==> src/rtl/lsu_ctrl.sv <==
// Load/store sequencer in front of the byte-addressable data memory: one request at a time,
// funct3/alignment checks, single-cycle memory access, load response and fault reporting.
module lsu_ctrl #(
  parameter int unsigned CNT_W     = 16,
  parameter logic [2:0]  IDLE_CTRL = 3'b111
) (
  input  logic             clk,
  input  logic             rst,
  input  logic             req_valid,
  output logic             req_ready,
  input  logic             req_is_store,
  input  logic [2:0]       req_funct3,
  input  logic [31:0]      req_base,
  input  logic [31:0]      req_offset,
  input  logic [31:0]      req_wdata,
  input  logic [4:0]       req_rd,
  output logic [2:0]       mem_read_ctrl,
  output logic [2:0]       mem_write_ctrl,
  output logic [31:0]      mem_addr,
  output logic [31:0]      mem_wdata,
  input  logic [31:0]      mem_rdata,
  output logic             resp_valid,
  input  logic             resp_ready,
  output logic [31:0]      resp_data,
  output logic [4:0]       resp_rd,
  output logic             store_done,
  output logic             fault_valid,
  output logic [3:0]       fault_cause,
  output logic [31:0]      fault_addr,
  input  logic             fault_ack,
  output logic [CNT_W-1:0] load_count,
  output logic [CNT_W-1:0] store_count
);

  typedef enum logic [1:0] {S_IDLE, S_ACCESS, S_RESP, S_FAULT} state_e;

  state_e           state_q, state_d;
  logic [31:0]      mem_addr_q, mem_addr_d;
  logic [31:0]      mem_wdata_q, mem_wdata_d;
  logic [2:0]       funct3_q, funct3_d;
  logic             is_store_q, is_store_d;
  logic [4:0]       rd_q, rd_d;
  logic [31:0]      resp_data_q, resp_data_d;
  logic [4:0]       resp_rd_q, resp_rd_d;
  logic             store_done_q, store_done_d;
  logic [3:0]       fault_cause_q, fault_cause_d;
  logic [31:0]      fault_addr_q, fault_addr_d;
  logic [CNT_W-1:0] load_count_q, load_count_d;
  logic [CNT_W-1:0] store_count_q, store_count_d;

  logic [31:0] ea;
  logic        legal;
  logic        misaligned;

  always_comb begin
    ea = req_base + req_offset;
    if (req_is_store) legal = (req_funct3 == 3'b000) || (req_funct3 == 3'b001) || (req_funct3 == 3'b010);
    else              legal = (req_funct3 == 3'b000) || (req_funct3 == 3'b001) || (req_funct3 == 3'b010) ||
                              (req_funct3 == 3'b100) || (req_funct3 == 3'b101);
    // Only evaluated for legal codes, so x01 is a halfword and 010 a word.
    misaligned = ((req_funct3[1:0] == 2'b01) && ea[0]) ||
                 ((req_funct3[1:0] == 2'b10) && (ea[1:0] != 2'b00));
  end

  always_comb begin
    state_d       = state_q;
    mem_addr_d    = mem_addr_q;
    mem_wdata_d   = mem_wdata_q;
    funct3_d      = funct3_q;
    is_store_d    = is_store_q;
    rd_d          = rd_q;
    resp_data_d   = resp_data_q;
    resp_rd_d     = resp_rd_q;
    store_done_d  = 1'b0;
    fault_cause_d = fault_cause_q;
    fault_addr_d  = fault_addr_q;
    load_count_d  = load_count_q;
    store_count_d = store_count_q;
    case (state_q)
      S_IDLE: begin
        if (req_valid) begin
          if (!legal) begin
            fault_cause_d = 4'd2;
            fault_addr_d  = ea;
            state_d       = S_FAULT;
          end else if (misaligned) begin
            fault_cause_d = req_is_store ? 4'd6 : 4'd4;
            fault_addr_d  = ea;
            state_d       = S_FAULT;
          end else begin
            mem_addr_d  = ea;
            mem_wdata_d = req_wdata;
            funct3_d    = req_funct3;
            is_store_d  = req_is_store;
            rd_d        = req_rd;
            state_d     = S_ACCESS;
          end
        end
      end
      S_ACCESS: begin
        if (is_store_q) begin
          store_count_d = store_count_q + CNT_W'(1);
          store_done_d  = 1'b1;
          state_d       = S_IDLE;
        end else begin
          resp_data_d  = mem_rdata;
          resp_rd_d    = rd_q;
          load_count_d = load_count_q + CNT_W'(1);
          state_d      = S_RESP;
        end
      end
      S_RESP:  if (resp_ready) state_d = S_IDLE;
      S_FAULT: if (fault_ack)  state_d = S_IDLE;
      default: state_d = S_IDLE;
    endcase
  end

  always_ff @(posedge clk or posedge rst) begin
    if (rst) begin
      state_q       <= S_IDLE;
      mem_addr_q    <= '0;
      mem_wdata_q   <= '0;
      funct3_q      <= '0;
      is_store_q    <= 1'b0;
      rd_q          <= '0;
      resp_data_q   <= '0;
      resp_rd_q     <= '0;
      store_done_q  <= 1'b0;
      fault_cause_q <= '0;
      fault_addr_q  <= '0;
      load_count_q  <= '0;
      store_count_q <= '0;
    end else begin
      state_q       <= state_d;
      mem_addr_q    <= mem_addr_d;
      mem_wdata_q   <= mem_wdata_d;
      funct3_q      <= funct3_d;
      is_store_q    <= is_store_d;
      rd_q          <= rd_d;
      resp_data_q   <= resp_data_d;
      resp_rd_q     <= resp_rd_d;
      store_done_q  <= store_done_d;
      fault_cause_q <= fault_cause_d;
      fault_addr_q  <= fault_addr_d;
      load_count_q  <= load_count_d;
      store_count_q <= store_count_d;
    end
  end

  // Controls decode straight from the state flop so an async reset kills a write mid-access.
  assign mem_read_ctrl  = (state_q == S_ACCESS && !is_store_q) ? funct3_q : IDLE_CTRL;
  assign mem_write_ctrl = (state_q == S_ACCESS &&  is_store_q) ? funct3_q : IDLE_CTRL;

  assign req_ready   = (state_q == S_IDLE);
  assign resp_valid  = (state_q == S_RESP);
  assign fault_valid = (state_q == S_FAULT);
  assign mem_addr    = mem_addr_q;
  assign mem_wdata   = mem_wdata_q;
  assign resp_data   = resp_data_q;
  assign resp_rd     = resp_rd_q;
  assign store_done  = store_done_q;
  assign fault_cause = fault_cause_q;
  assign fault_addr  = fault_addr_q;
  assign load_count  = load_count_q;
  assign store_count = store_count_q;

endmodule

==> config.mk <==
export PLATFORM = sky130hd
export DESIGN_NAME = lsu_ctrl
export DESIGN_NICKNAME = d
export VERILOG_FILES = /design/src/rtl/lsu_ctrl.sv
export SDC_FILE = /design/constraint.sdc
export NUM_CORES = 1
export LEC_CHECK = 0
export ABC_AREA = 0
export CAP_MARGIN = 25
export CORE_MARGIN = 2
export CORE_UTILIZATION = 41
export DETAILED_ROUTE_END_ITERATION = 8
export PLACE_DENSITY = 0.84
export SYNTH_ARGS = -nofsm -noshare
export SYNTH_HDL_FRONTEND = slang
export SYNTH_SLANG_ARGS = --single-unit
==> constraint.sdc <==
create_clock -name clk -period 5.98 [get_ports clk]
set_clock_uncertainty 0.2 [all_clocks]
set_input_delay 1.196 -clock clk [delete_from_list [all_inputs] [get_ports clk]]
set_output_delay 1.196 -clock clk [all_outputs]
set_load 0.01 [all_outputs]
# ---- Word level (Yosys, flattened, before mapping)
# Cells that the tools add are included.
dict set report word_totals {
  regBits 181
  out_inout_bits 179
  elab_cells 66
}
dict set report classes {
  n_reduce_logical 18
  n_eq_ne 13
  bitwise 2
  muxes 17
  n_addsub 3
}
# op count
set ops {}
lappend ops {{32-bit 2-to-1 mux} 2}
lappend ops {{16-bit by 1-bit adder with 16-bit output (second input constant)} 2}
lappend ops {{32-bit adder} 1}
lappend ops {{2-bit 2-to-1 mux} 7}
lappend ops {{4-bit 2-to-1 mux} 2}
lappend ops {{2-bit one-hot mux with 4 select lines} 1}
lappend ops {{2-bit == test (second input constant)} 3}
lappend ops {{3-bit == test (second input constant)} 2}
lappend ops {{3-bit 2-to-1 mux} 2}
lappend ops {{2-bit by 1-bit != test with 1-bit output (second input constant)} 3}
lappend ops {{3-bit AND reduction} 2}
lappend ops {{1-bit logical OR} 5}
lappend ops {{2-bit by 1-bit == test with 1-bit output (second input constant)} 2}
lappend ops {{1-bit logical AND} 4}
lappend ops {{2-bit AND reduction} 2}
lappend ops {{4-bit AND reduction} 1}
lappend ops {{3-bit by 1-bit == test with 1-bit output (second input constant)} 1}
lappend ops {{3-bit by 2-bit == test with 1-bit output (second input constant)} 1}
lappend ops {{3-bit logical NOT} 1}
lappend ops {{1-bit 2-to-1 mux} 3}
lappend ops {{2-bit logical NOT} 1}
lappend ops {{2-bit != test (second input constant)} 1}
lappend ops {{1-bit NOT} 2}
lappend ops {{2-bit nonzero test} 1}
lappend ops {{1-bit logical NOT} 1}

# ---- Longest topological paths before layout
# Gate-level depths: netlist (run 1).
dict set report logic_depth {
  word_depth 9
  depth_mapped 10
}

# ---- Worst setup path after synthesis (run 1)
# Ideal clock, no wire load.
dict set report synth_timing {
  kind {input -> register}
  start {in req_base[0]}
  end {reg mem_addr_q[27], in the netlist mem_addr[27]}
  path_buffers 2
  required_ns 5.656
  arrival_time_ns 3.198
  cell_stages 10
  slack_ns 2.458
  cell_sequence {ha_1 -> fa_1 -> nor4_1 -> a21oi_1 -> or2_1 -> clkbuf_1 -> clkbuf_1 -> nand2_1 -> o311ai_0 -> a211o_1}
}
dict set report synth_via {
  elab_chain_cells 6
  word_cells_on_any_way 7
  classes_between {1 x add/sub; 1 x bitwise; 5 x reduce/logical}
}
# item line_no
set synth_rtl {}
lappend synth_rtl {{from (decl)} 13} ;# input logic [31:0] req_base,
lappend synth_rtl {{32-bit adder} 56} ;# ea = req_base + req_offset;
lappend synth_rtl {{named net ea[1]} 51} ;# logic [31:0] ea;
lappend synth_rtl {{2-bit nonzero test} 62} ;# ((req_funct3[1:0] == 2'b10) && (ea[1:0] != 2'b00));
lappend synth_rtl {{1-bit logical AND} 62}
lappend synth_rtl {{1-bit logical OR} 61} ;# misaligned = ((req_funct3[1:0] == 2'b01) && ea[0]) ||
lappend synth_rtl {{1-bit NOT (no source line)} -}
lappend synth_rtl {{4-bit AND reduction (no source line)} -}
lappend synth_rtl {{to (signal assigned)} 135} ;# mem_addr_q <= mem_addr_d;
lappend synth_rtl {{to (decl)} 38} ;# logic [31:0] mem_addr_q, mem_addr_d;
# The timed path passes the listed nets, and every way through them passes these cells.
# A chain may end at the register's enable or synchronous reset.

# ---- Final worst setup path (run 1)
dict set report layout_timing {
  start {in req_base[0]}
  end {reg fault_addr_q[9], in the netlist fault_addr[9]}
}
dict set report layout_via {
  elab_chain_cells 6
  word_cells_on_any_way 9
  classes_between {1 x add/sub; 1 x eq/ne; 2 x mux; 5 x reduce/logical}
}
# item line_no
set layout_rtl {}
lappend layout_rtl {{32-bit adder} 56}
lappend layout_rtl {{named net ea[1]} 51}
lappend layout_rtl {{2-bit nonzero test} 62}
lappend layout_rtl {{1-bit logical AND} 62}
lappend layout_rtl {{1-bit logical OR} 61}
lappend layout_rtl {{2-bit by 1-bit != test with 1-bit output (no source line)} -}
lappend layout_rtl {{3-bit AND reduction (no source line)} -}
lappend layout_rtl {{to (signal assigned)} 144} ;# fault_addr_q <= fault_addr_d;
lappend layout_rtl {{to (decl)} 47} ;# logic [31:0] fault_addr_q, fault_addr_d;
# The timed path passes the listed nets, and every way through them passes these cells. The select of a mux whose other input is x is not followed.

==> reports/qor.csv, run 1 <==
metric,value,unit
min_to,rd_q[3]$_DFFE_PP0P_,
cts_setup_buffers,0,
r2r-end,load_count[15]$_DFFE_PP0P_,
run_status,completed,
relSlewSlack,35.3,%
gp_congestion,0.893,
grt_max_degree,180,
start_util,41.7,%
final_cell_count_no_fill,1487,
core_area,21000,um2
ant_nets,0,
dp.cells,1454,
yosys_most_used_dff,dfrtp_1,
synth.avg_cell_area,9.75,um2
cp_max_fo,39,
timing.fmax,0.247,GHz
synth.top_cells.by_area,"dfrtp_1 51%, nand2_1 10%, mux2_2 5.0%",
regArea,4480,um2
setup_viol,0,
leakagePower,0.00561,uW
finalCritPeriodShare,67.8,%
drive_above_1_share,8.18,%
ys_seq_area_share,51.1,%
wire_per_inst,16.6,um
row_count,53,
first_iter_violations,385,
dieWidth,150,um
worstPathArrival,4.18,ns
synth_edf_count,0,
start_kind,input port,
period_needed,4.05,ns
reg2regPathDepth,6,
grt_pass1_wl,37300,um
multi_input_area,4060,um2
syn_area,8760,um2
hpwlAfterDp,19000,um
peakVddDrop,0.000178,V
synth_cell_types,63,
design.die.area,22500,um2
fin_nets,1374,
fin_setup_tns,0,ns
cts_hold_buf,0,
async_flop_share,100,%
slew_viol_final,0,
worstPathRequired,6.11,ns
antenna_found_initial,1,
power_density,423,nW/um2
drc,0,
hold_violations,0,
via_count,7676,
r2r-start,state_q[1]$_DFFE_PP0P_,
ys_ff_latch,179,
cts_max_level,4,
cp-end-kind,flop,
fp.dieH,150,um
hold_start,rd_q[3]$_DFFE_PP0P_,
clkSlewWorstSetupHoldPaths,0.07,ns
fill_cells,1703,
port_buffers,318,
yosys.area.top_type,dfrtp_1,
path_class,input port to flop,
cts_tree,yes,
grt_pass1_vias,7221,
cts_buffers,17,
cts_sinks,179,
wl,24700,um
first_pass_iters,5,
hp-class,flop to flop,
clk_path_buf_depth,2,
rsz0062_at_grt,no,
syn_inst,898,
r2r_slack,3.50,ns
ys.warnings.count,0,
root_buffer,clkbuf_16,
final_cell_mix,"318 x clkdlybuf4s50_1, 236 x nand2_1, 179 x dfrtp_1",
syn_to_final_growth,45.7,%
track_usage,21.2,%
ioPinCount,321,
grt_overflow,0,
worst_pin_slew,0.971,ns
avgViaCountPerCell,5.16,
cts_resized,0,
yosysTopAreaCellShare,51.1,%
clock_latency,0.42,ns
max-cap-violations,0,
min_path_cells,2,
layout_commonest_cell,clkdlybuf4s50_1,
-- state kept, by name (all words and copies together) (netlist names), 2 cells and up --
| name | cells |
|---|---|
| load_count | 16 |
| fault_cause | 2 |
| mem_addr | 32 |
| store_count | 16 |
| mem_wdata | 32 |
| fault_addr | 32 |
| resp_rd | 5 |
| resp_data | 32 |
| state_q | 2 |
| funct3_q | 3 |
| rd_q | 5 |
-- how the worst max path moves through the flow --
stage                     start                         end  slack, ns
floorplan                   rst   fault_addr[0]$_DFFE_PP0P_       2.29
global placement    req_base[0]   fault_addr[9]$_DFFE_PP0P_       1.52
detailed placement  req_base[0]   fault_addr[3]$_DFFE_PP0P_       1.43
CTS                 req_base[0]   fault_addr[9]$_DFFE_PP0P_       1.88
global route        req_base[0]  fault_addr[17]$_DFFE_PP0P_       1.74
finish              req_base[0]   fault_addr[9]$_DFFE_PP0P_       1.93
-- per-stage QoR --
step / setup WS [ns] / hold slack, ns / total power [uW] / util (%) / cell area [um2]
3_5_place_dp: 1.43 / 0.262 / 4360 / 58.0 / 12200
2_1_floorplan: 2.29 / 0.240 / 2990 / - / 8770
6_report: 1.93 / 0.272 / 5400 / 60.7 / 12800
4_1_cts: 1.88 / 0.278 / 5460 / 60.7 / 12800
3_3_place_gp: 1.52 / 0.253 / 4290 / 58.0 / 12200
5_1_grt: 1.74 / 0.301 / 5730 / 60.7 / 12800
-- cell families after synthesis --
kind of cell             after synthesis  share of synthesized area, %
multiplexers                          41                          5.44
AO/OA/AOI/OAI                        170                          12.0
other                                  1                        0.0428
buffers and inverters                 59                          2.79
adder cells (fa/ha/maj)               34                          4.94
AND/OR/NAND/NOR                      356                          17.8
XOR/XNOR                              58                          5.80
flip-flops                           179                          51.1
-- cell usage after synthesis (3+ instances only) --
library cell	n
nand4_1	18
o31ai_1	6
buf_2	11
o21bai_1	3
nand3_1	22
nand2_1	236
and2_1	3
a31oi_1	3
xor2_1	20
nor3_1	8
dfrtp_1	179
clkbuf_1	24
o211ai_1	3
xnor2_1	38
o21ai_1	10
inv_1	15
a21oi_1	35
buf_1	6
ha_1	33
a21o_1	9
nand2b_1	10
and3_1	7
a211o_1	3
nor2_1	35
o21a_1	9
mux2_2	39
or2_2	3
o21ai_0	67
-- per-layer routing --
metal | vias up | track usage (%) | share of wire, %
met5 | - | 0 | 0
met4 | 0 | 9.39 | 3.3
met3 | 40 | 5.03 | 6.8
met2 | 294 | 36.2 | 50
met1 | 3671 | 25.6 | 39
li1 | 3671 | - | -
-- report_power, final --
part | leakage, uW | switching [uW] | total, uW | internal, uW
Sequential | 0.00225 | 303 | 2010 | 1710
Combinational | 0.00308 | 1030 | 2310 | 1280
Clock | 0.000282 | 513 | 1080 | 565
Total | 0.00561 | 1850 | 5400 | 3550
-- critical path: stages --
cell and delay [ns]:
clkdlybuf4s50_1 0.40, ha_1 0.24, fa_1 0.58, nor4_1 0.08, a21oi_1 0.41, nand3_2 0.55
buf_4 0.44, o31ai_1 0.26
-- final cells by class --
class	count	area share [%]
clock buffers	18	3.44
diodes	1	0.0196
flip-flops and latches	179	35.1
well taps	275	2.70
inverters	15	0.471
multi-input cells	661	31.8
repair buffers	324	25.4
clock inverters	14	1.09
Note: power is estimated with default switching activity, not from simulation.
==> run 2: changes to the inputs <==
Settings changed: CORE_UTILIZATION 41 to 45, PLACE_DENSITY 0.84 to 0.87.
Clock period 5.98 ns to 3.8 ns, I/O delays scaled along.
==> run 2 against run 1 <==
  * Non-clock buffer count is 13 higher
  * Clock power is 55% higher
  * Cell count hardly changed
  * First-iteration DRC count is 44% higher
  * Sequential cell count stayed put
  * Critical path depth is 3 higher
  * Power is 59% higher
  * Worst hold slack hardly changed
  * Die area is 8.7% lower
==> reports/qor.csv, run 2 (same netlist as run 1, synthesis figures left out) <==
metric,value,unit,change
critical_path.cell_chain,clkdlybuf4s50_1 -> ha_1 -> fa_1 -> a21o_1 -> a221oi_4 -> buf_4 -> nor4_4 -> nor3_1 -> o31ai_2 -> xnor2_1 -> o21ai_1,,
fp.dieH,144,um,-4.4%
core_area,19300,um2,-8.3%
crit_path_max_incr_delay,0.42,ns,-0.16 ns
start_kind,input port,,
worstPathRequired,3.90,ns,-2.21 ns
clk_path_buf_depth,2,,unchanged
slew_viol_final,0,,unchanged
worst_pin_slew,0.781,ns,-0.190 ns
cp-end-kind,flop,,
cts_buffers,17,,unchanged
design.die.area,20600,um2,-8.7%
rsz0062_at_grt,no,,
setup_viol,0,,unchanged
gp_congestion,0.935,,+4.7%
wire_per_inst,17.5,um,+5.4%
layout_commonest_cell,clkdlybuf4s50_1,,
worstPathArrival,3.37,ns,-0.81 ns
grt_max_degree,65,,-64%
first_iter_violations,553,,+44%
sw_frac_of_total,35.0,%,+0.67 points
cts_tree,yes,,
syn_to_final_growth,46.8,%,
track_usage,24.8,%,+3.6 points
relSlewSlack,47.8,%,+13 points
cts_sinks,179,,unchanged
drive_above_1_share,9.08,%,+0.90 points
ioPinCount,321,,unchanged
clock_latency,0.42,ns,about the same
timing.fmax,0.305,GHz,
whs,0.272,ns,+0.0000610 ns
first_pass_iters,5,,unchanged
row_count,51,,-3.8%
cts_setup_buffers,0,,unchanged
slowest_stage,fa_1,,
hold_violations,0,,unchanged
port_buffers,318,,unchanged
final_cell_mix,"318 x clkdlybuf4s50_1, 236 x nand2_1, 179 x dfrtp_1",,
grt_overflow,0,,unchanged
peakVddDrop,0.000276,V,+55%
cts_max_level,4,,unchanged
via_count,7813,,+1.8%
fin_setup_tns,0,ns,unchanged
fin_nets,1387,,+0.95%
grt_pass1_wl,39600,um,+6.3%
path_class,input port to flop,,
antenna_cells,0,,-1
cts_resized,0,,unchanged
ant_nets,0,,unchanged
max-cap-violations,0,,unchanged
hpwlAfterDp,20400,um,+7.4%
drc,0,,unchanged
grt_pass1_vias,7504,,+3.9%
final_util,66.7,%,+6.0 points
fill_cells,1496,,-12%
intPower,5590,uW,+57%
pre_cts_slack,0.0947,ns,-1.33 ns
finalCritPeriodShare,86.1,%,
dieWidth,144,um,-4.4%
power_density,668,nW/um2,+58%
period_needed,3.27,ns,
start_util,45.4,%,+3.8 points
cts_hold_buf,0,,unchanged
antenna_found_initial,0,,-1
leakagePower,0.00567,uW,+1.0%
power.switching,3000,uW,+62%
wl,26000,um,+5.4%
combPwrFrac,43.2,%,+0.4 points
root_buffer,clkbuf_16,,
avgViaCountPerCell,5.25,,+1.7%
hp-class,flop to flop,,
run_status,completed,,
clkPwrFrac,19.4,%,-0.6 points
clkSlewWorstSetupHoldPaths,0.07,ns,about the same
seq_power_share,37.4,%,+0.2 points
cp_max_fo,4,,-90%
fin_ws,0.526,ns,-1.40 ns
## run 2: critical path, delay by kind of cell
kind	cells	cell delay, ns
adders and majority gates	2	0.65
xor gates and xnor gates	1	0.22
buffers and inverters	2	0.61
AOI/OAI and AO/OA	4	0.73
and+or+nand+nor	2	0.39
## run 2: routing by layer
layer,up-vias,part of all wire [%],global-route usage [%]
met5,-,0,0
met4,0,3.4,10.5
met3,45,6.9,4.90
met2,325,50,43.0
met1,3756,39,30.1
li1,3687,-,-
## run 2: worst paths after layout
kind                                            startpoint                         end  slack [ns]  depth (start not counted)
max in group asynchronous                              rst  fault_addr[27]$_DFFE_PP0P_        1.99                          3
worst max-delay path                           req_base[0]  fault_addr[18]$_DFFE_PP0P_        0.53                         11
worst max register to register      state_q[1]$_DFFE_PP0P_  load_count[13]$_DFFE_PP0P_        1.23                          7
worst min-delay path            load_count[15]$_DFFE_PP0P_  load_count[15]$_DFFE_PP0P_        0.27                          1
min in group asynchronous                              rst  store_count[9]$_DFFE_PP0P_        0.62                          2
worst min register to register  load_count[15]$_DFFE_PP0P_  load_count[15]$_DFFE_PP0P_        0.27                          1
## run 2: per-stage QoR
| stage | total power [uW] | instances | instance area (um2) |
|---|---|---|---|
| 3_3_place_gp | 6840 | 1457 | 12300 |
| 2_1_floorplan | 4710 | 899 | 8770 |
| 3_5_place_dp | 6970 | 1457 | 12300 |
| 4_1_cts | 8660 | 1488 | 12900 |
| 6_report | 8590 | 1488 | 12900 |
| 5_1_grt | 9090 | 1488 | 12900 |
## run 2: power groups by stage
| stage | clock, uW | combinational (uW) | sequential (uW) |
|---|---|---|---|
| after global routing | 1790 | 4010 | 3290 |
| after CTS | 1700 | 3750 | 3210 |
| after floorplan | 0 | 1240 | 3470 |
| after global placement | 0 | 3630 | 3200 |
| after detailed placement | 0 | 3740 | 3230 |
| final | 1670 | 3710 | 3210 |
## run 2: cell type report
| cell class | instances | area (um2) | area share [%] |
|---|---|---|---|
| sequential | 179 | 4480 | 34.8 |
| multi-input combinational | 661 | 4060 | 31.6 |
| clock inverter | 14 | 138 | 1.07 |
| timing repair buffer | 337 | 3360 | 26.2 |
| inverter | 15 | 60.1 | 0.467 |
| clock buffer | 17 | 425 | 3.31 |
| tap | 265 | 332 | 2.58 |
==> run 3: changes to the inputs <==
Settings changed: HOLD_SLACK_MARGIN set to 0.12, PLACE_DENSITY 0.87 to 0.9.
==> run 3 against run 2 <==
  * Wire length down 1.0%
  * Sequential share of layout area down 0.058 points
  * Sequential cell count unchanged
  * Via count down 0.37%
  * Non-clock buffer count up 1
  * Clock power up 4%
  * Maximum frequency up 0.12%
  * Worst hold slack about the same
  * Utilization up 0.11 points
  * Critical path type unchanged
  * Critical endpoint is now fault_addr[28]$_DFFE_PP0P_
==> reports/qor.csv, run 3 (same netlist as run 1, synthesis figures left out) <==
metric,value,unit,change
run_status,completed,,
regArea,4480,um2,unchanged
start_util,45.4,%,unchanged
slowest_stage,clkdlybuf4s50_1,,
syn_to_final_growth,47.0,%,
cts_sinks,179,,unchanged
slew_viol_final,0,,unchanged
path_class,input port to flop,,
dieWidth,144,um,unchanged
r2r_slack,1.49,ns,+0.26 ns
clkSlewWorstSetupHoldPaths,0.07,ns,about the same
final_cell_mix,"318 x clkdlybuf4s50_1, 236 x nand2_1, 179 x dfrtp_1",,
worst_pin_slew,0.734,ns,-0.0469 ns
wire_per_inst,17.3,um,-1.2%
worstPathArrival,3.36,ns,about the same
first_iter_violations,434,,-22%
track_usage,24.3,%,-0.53 points
rsz0062_at_grt,no,,
cp_max_fo,3,,-1
endpoint,fault_addr[28]$_DFFE_PP0P_,,
core_area,19300,um2,unchanged
ant_nets,0,,unchanged
gp_congestion,0.892,,-4.5%
startpoint,req_base[0],,
hold_violations,0,,unchanged
power.switching,3000,uW,about the same
timing.fmax,0.306,GHz,+0.12%
clock_latency,0.42,ns,about the same
first_pass_iters,5,,unchanged
design.die.area,20600,um2,unchanged
pre_cts_slack,0.111,ns,+0.0167 ns
drc,0,,unchanged
relSlewSlack,51.0,%,+3.2 points
cts_max_level,4,,unchanged
cpMostUsedCell,o21ai_1,,
crit_path_max_incr_delay,0.41,ns,about the same
total_power,8610,uW,+0.19%
fin_setup_tns,0,ns,unchanged
avgViaCountPerCell,5.22,,-0.57%
ioPinCount,321,,unchanged
hp-class,flop to flop,,
critical_path_buf_inv_count,1,,-1
critical_path.cell_chain,clkdlybuf4s50_1 -> ha_1 -> fa_1 -> a21o_1 -> a221oi_4 -> o21ai_1 -> a211oi_2 -> o21ai_1 -> xnor2_1 -> o21ai_1,,
r2r-end,store_count[12]$_DFFE_PP0P_,,
worstPathRequired,3.89,ns,about the same
grt_pass1_wl,38800,um,-2.1%
drive_above_1_share,9.22,%,+0.15 points
fp.dieH,144,um,unchanged
start_kind,input port,,
cts_tree,yes,,
grt_pass1_vias,7475,,-0.39%
leakagePower,0.00569,uW,+0.38%
fin_nets,1388,,+0.072%
path_depth,10,,-1
port_buffers,318,,unchanged
period_needed,3.27,ns,-0.00399 ns
peakVddDrop,0.000308,V,+12%
setup_viol,0,,unchanged
clkPwrFrac,20.2,%,+0.8 points
cts_resized,0,,unchanged
cts_buffers,17,,unchanged
seq_power_share,36.7,%,-0.7 points
cp-end-kind,flop,,
finalCritPeriodShare,86.0,%,-0.11 points
whs,0.273,ns,+0.000417 ns
grt_max_degree,123,,+89%
max-cap-violations,0,,unchanged
sw_frac_of_total,34.9,%,-0.076 points
power_density,668,nW/um2,about the same
crit_family,compound AO/OA/AOI/OAI gates,,
r2r-start,state_q[1]$_DFFE_PP0P_,,
fill_cells,1462,,-2.3%
reg2regPathDepth,6,,-1
row_count,51,,unchanged
clk_path_buf_depth,2,,unchanged
intPower,5600,uW,+0.31%
via_count,7784,,-0.37%
hpwlAfterDp,20000,um,-1.9%
root_buffer,clkbuf_16,,
antenna_found_initial,1,,+1
multi_input_area,4060,um2,unchanged
cts_setup_buffers,0,,unchanged
fin_ws,0.530,ns,+0.00399 ns
combPwrFrac,43.1,%,about the same
wl,25800,um,-1.0%
grt_overflow,0,,unchanged
layout_commonest_cell,clkdlybuf4s50_1,,
cts_hold_buf,0,,unchanged
run 3: worst min-delay path by stage:
stage                                      from                     endpoint  slack (ns)  cells past startpoint
global placement            rd_q[3]$_DFFE_PP0P_          rd_q[3]$_DFFE_PP0P_        0.25                      2
floorplan                   rd_q[0]$_DFFE_PP0P_          rd_q[0]$_DFFE_PP0P_        0.24                      2
detailed placement   load_count[15]$_DFFE_PP0P_   load_count[15]$_DFFE_PP0P_        0.26                      1
CTS                 store_count[15]$_DFFE_PP0P_  store_count[15]$_DFFE_PP0P_        0.27                      1
global route          mem_wdata[19]$_DFFE_PP0P_    mem_wdata[19]$_DFFE_PP0P_        0.30                      2
finish              store_count[15]$_DFFE_PP0P_  store_count[15]$_DFFE_PP0P_        0.27                      1
run 3: per-stage QoR:
| step | instances | area (um2) | util (%) |
|---|---|---|---|
| floorplan | 899 | 8770 | - |
| global placement | 1458 | 12300 | 63.8 |
| detailed placement | 1458 | 12300 | 63.8 |
| CTS | 1490 | 12900 | 66.8 |
| global route | 1490 | 12900 | 66.8 |
| finish | 1491 | 12900 | 66.8 |
run 3: area by class of cell:
cell class / count / area share, %
Sequential cell: 179 / 34.8
Antenna cell: 1 / 0.0194
Timing Repair Buffer: 338 / 26.1
Clock buffer: 17 / 3.30
Clock inverter: 15 / 1.25
Multi-Input combinational cell: 661 / 31.5
Inverter: 15 / 0.466
Tap cell: 265 / 2.57
run 3: power groups by stage:
stage	clock network [uW]	logic (uW)	registers [uW]
3_5_place_dp	0	3730	3190
5_1_grt	1840	3980	3260
3_3_place_gp	0	3620	3160
4_1_cts	1770	3740	3170
6_report	1740	3710	3160
2_1_floorplan	0	1240	3470
run 3: layer usage:
metal,share of wire [%],GRT usage (%),up-vias,routed length (um)
met2,49,41.5,314,12800
met3,7.2,6.33,62,1840
met5,0,0,-,0
met4,4.0,11.0,0,1030
met1,39,28.7,3710,10100
li1,-,-,3698,-
run 3: worst register-to-register path, cell delays in order, from the launching register on:
cell and delay [ns]:
dfrtp_1 0.45, and3b_1 0.53, nand4_1 0.24, or2_2 0.36, nor2_1 0.15, and3_1 0.19
xor2_1 0.14
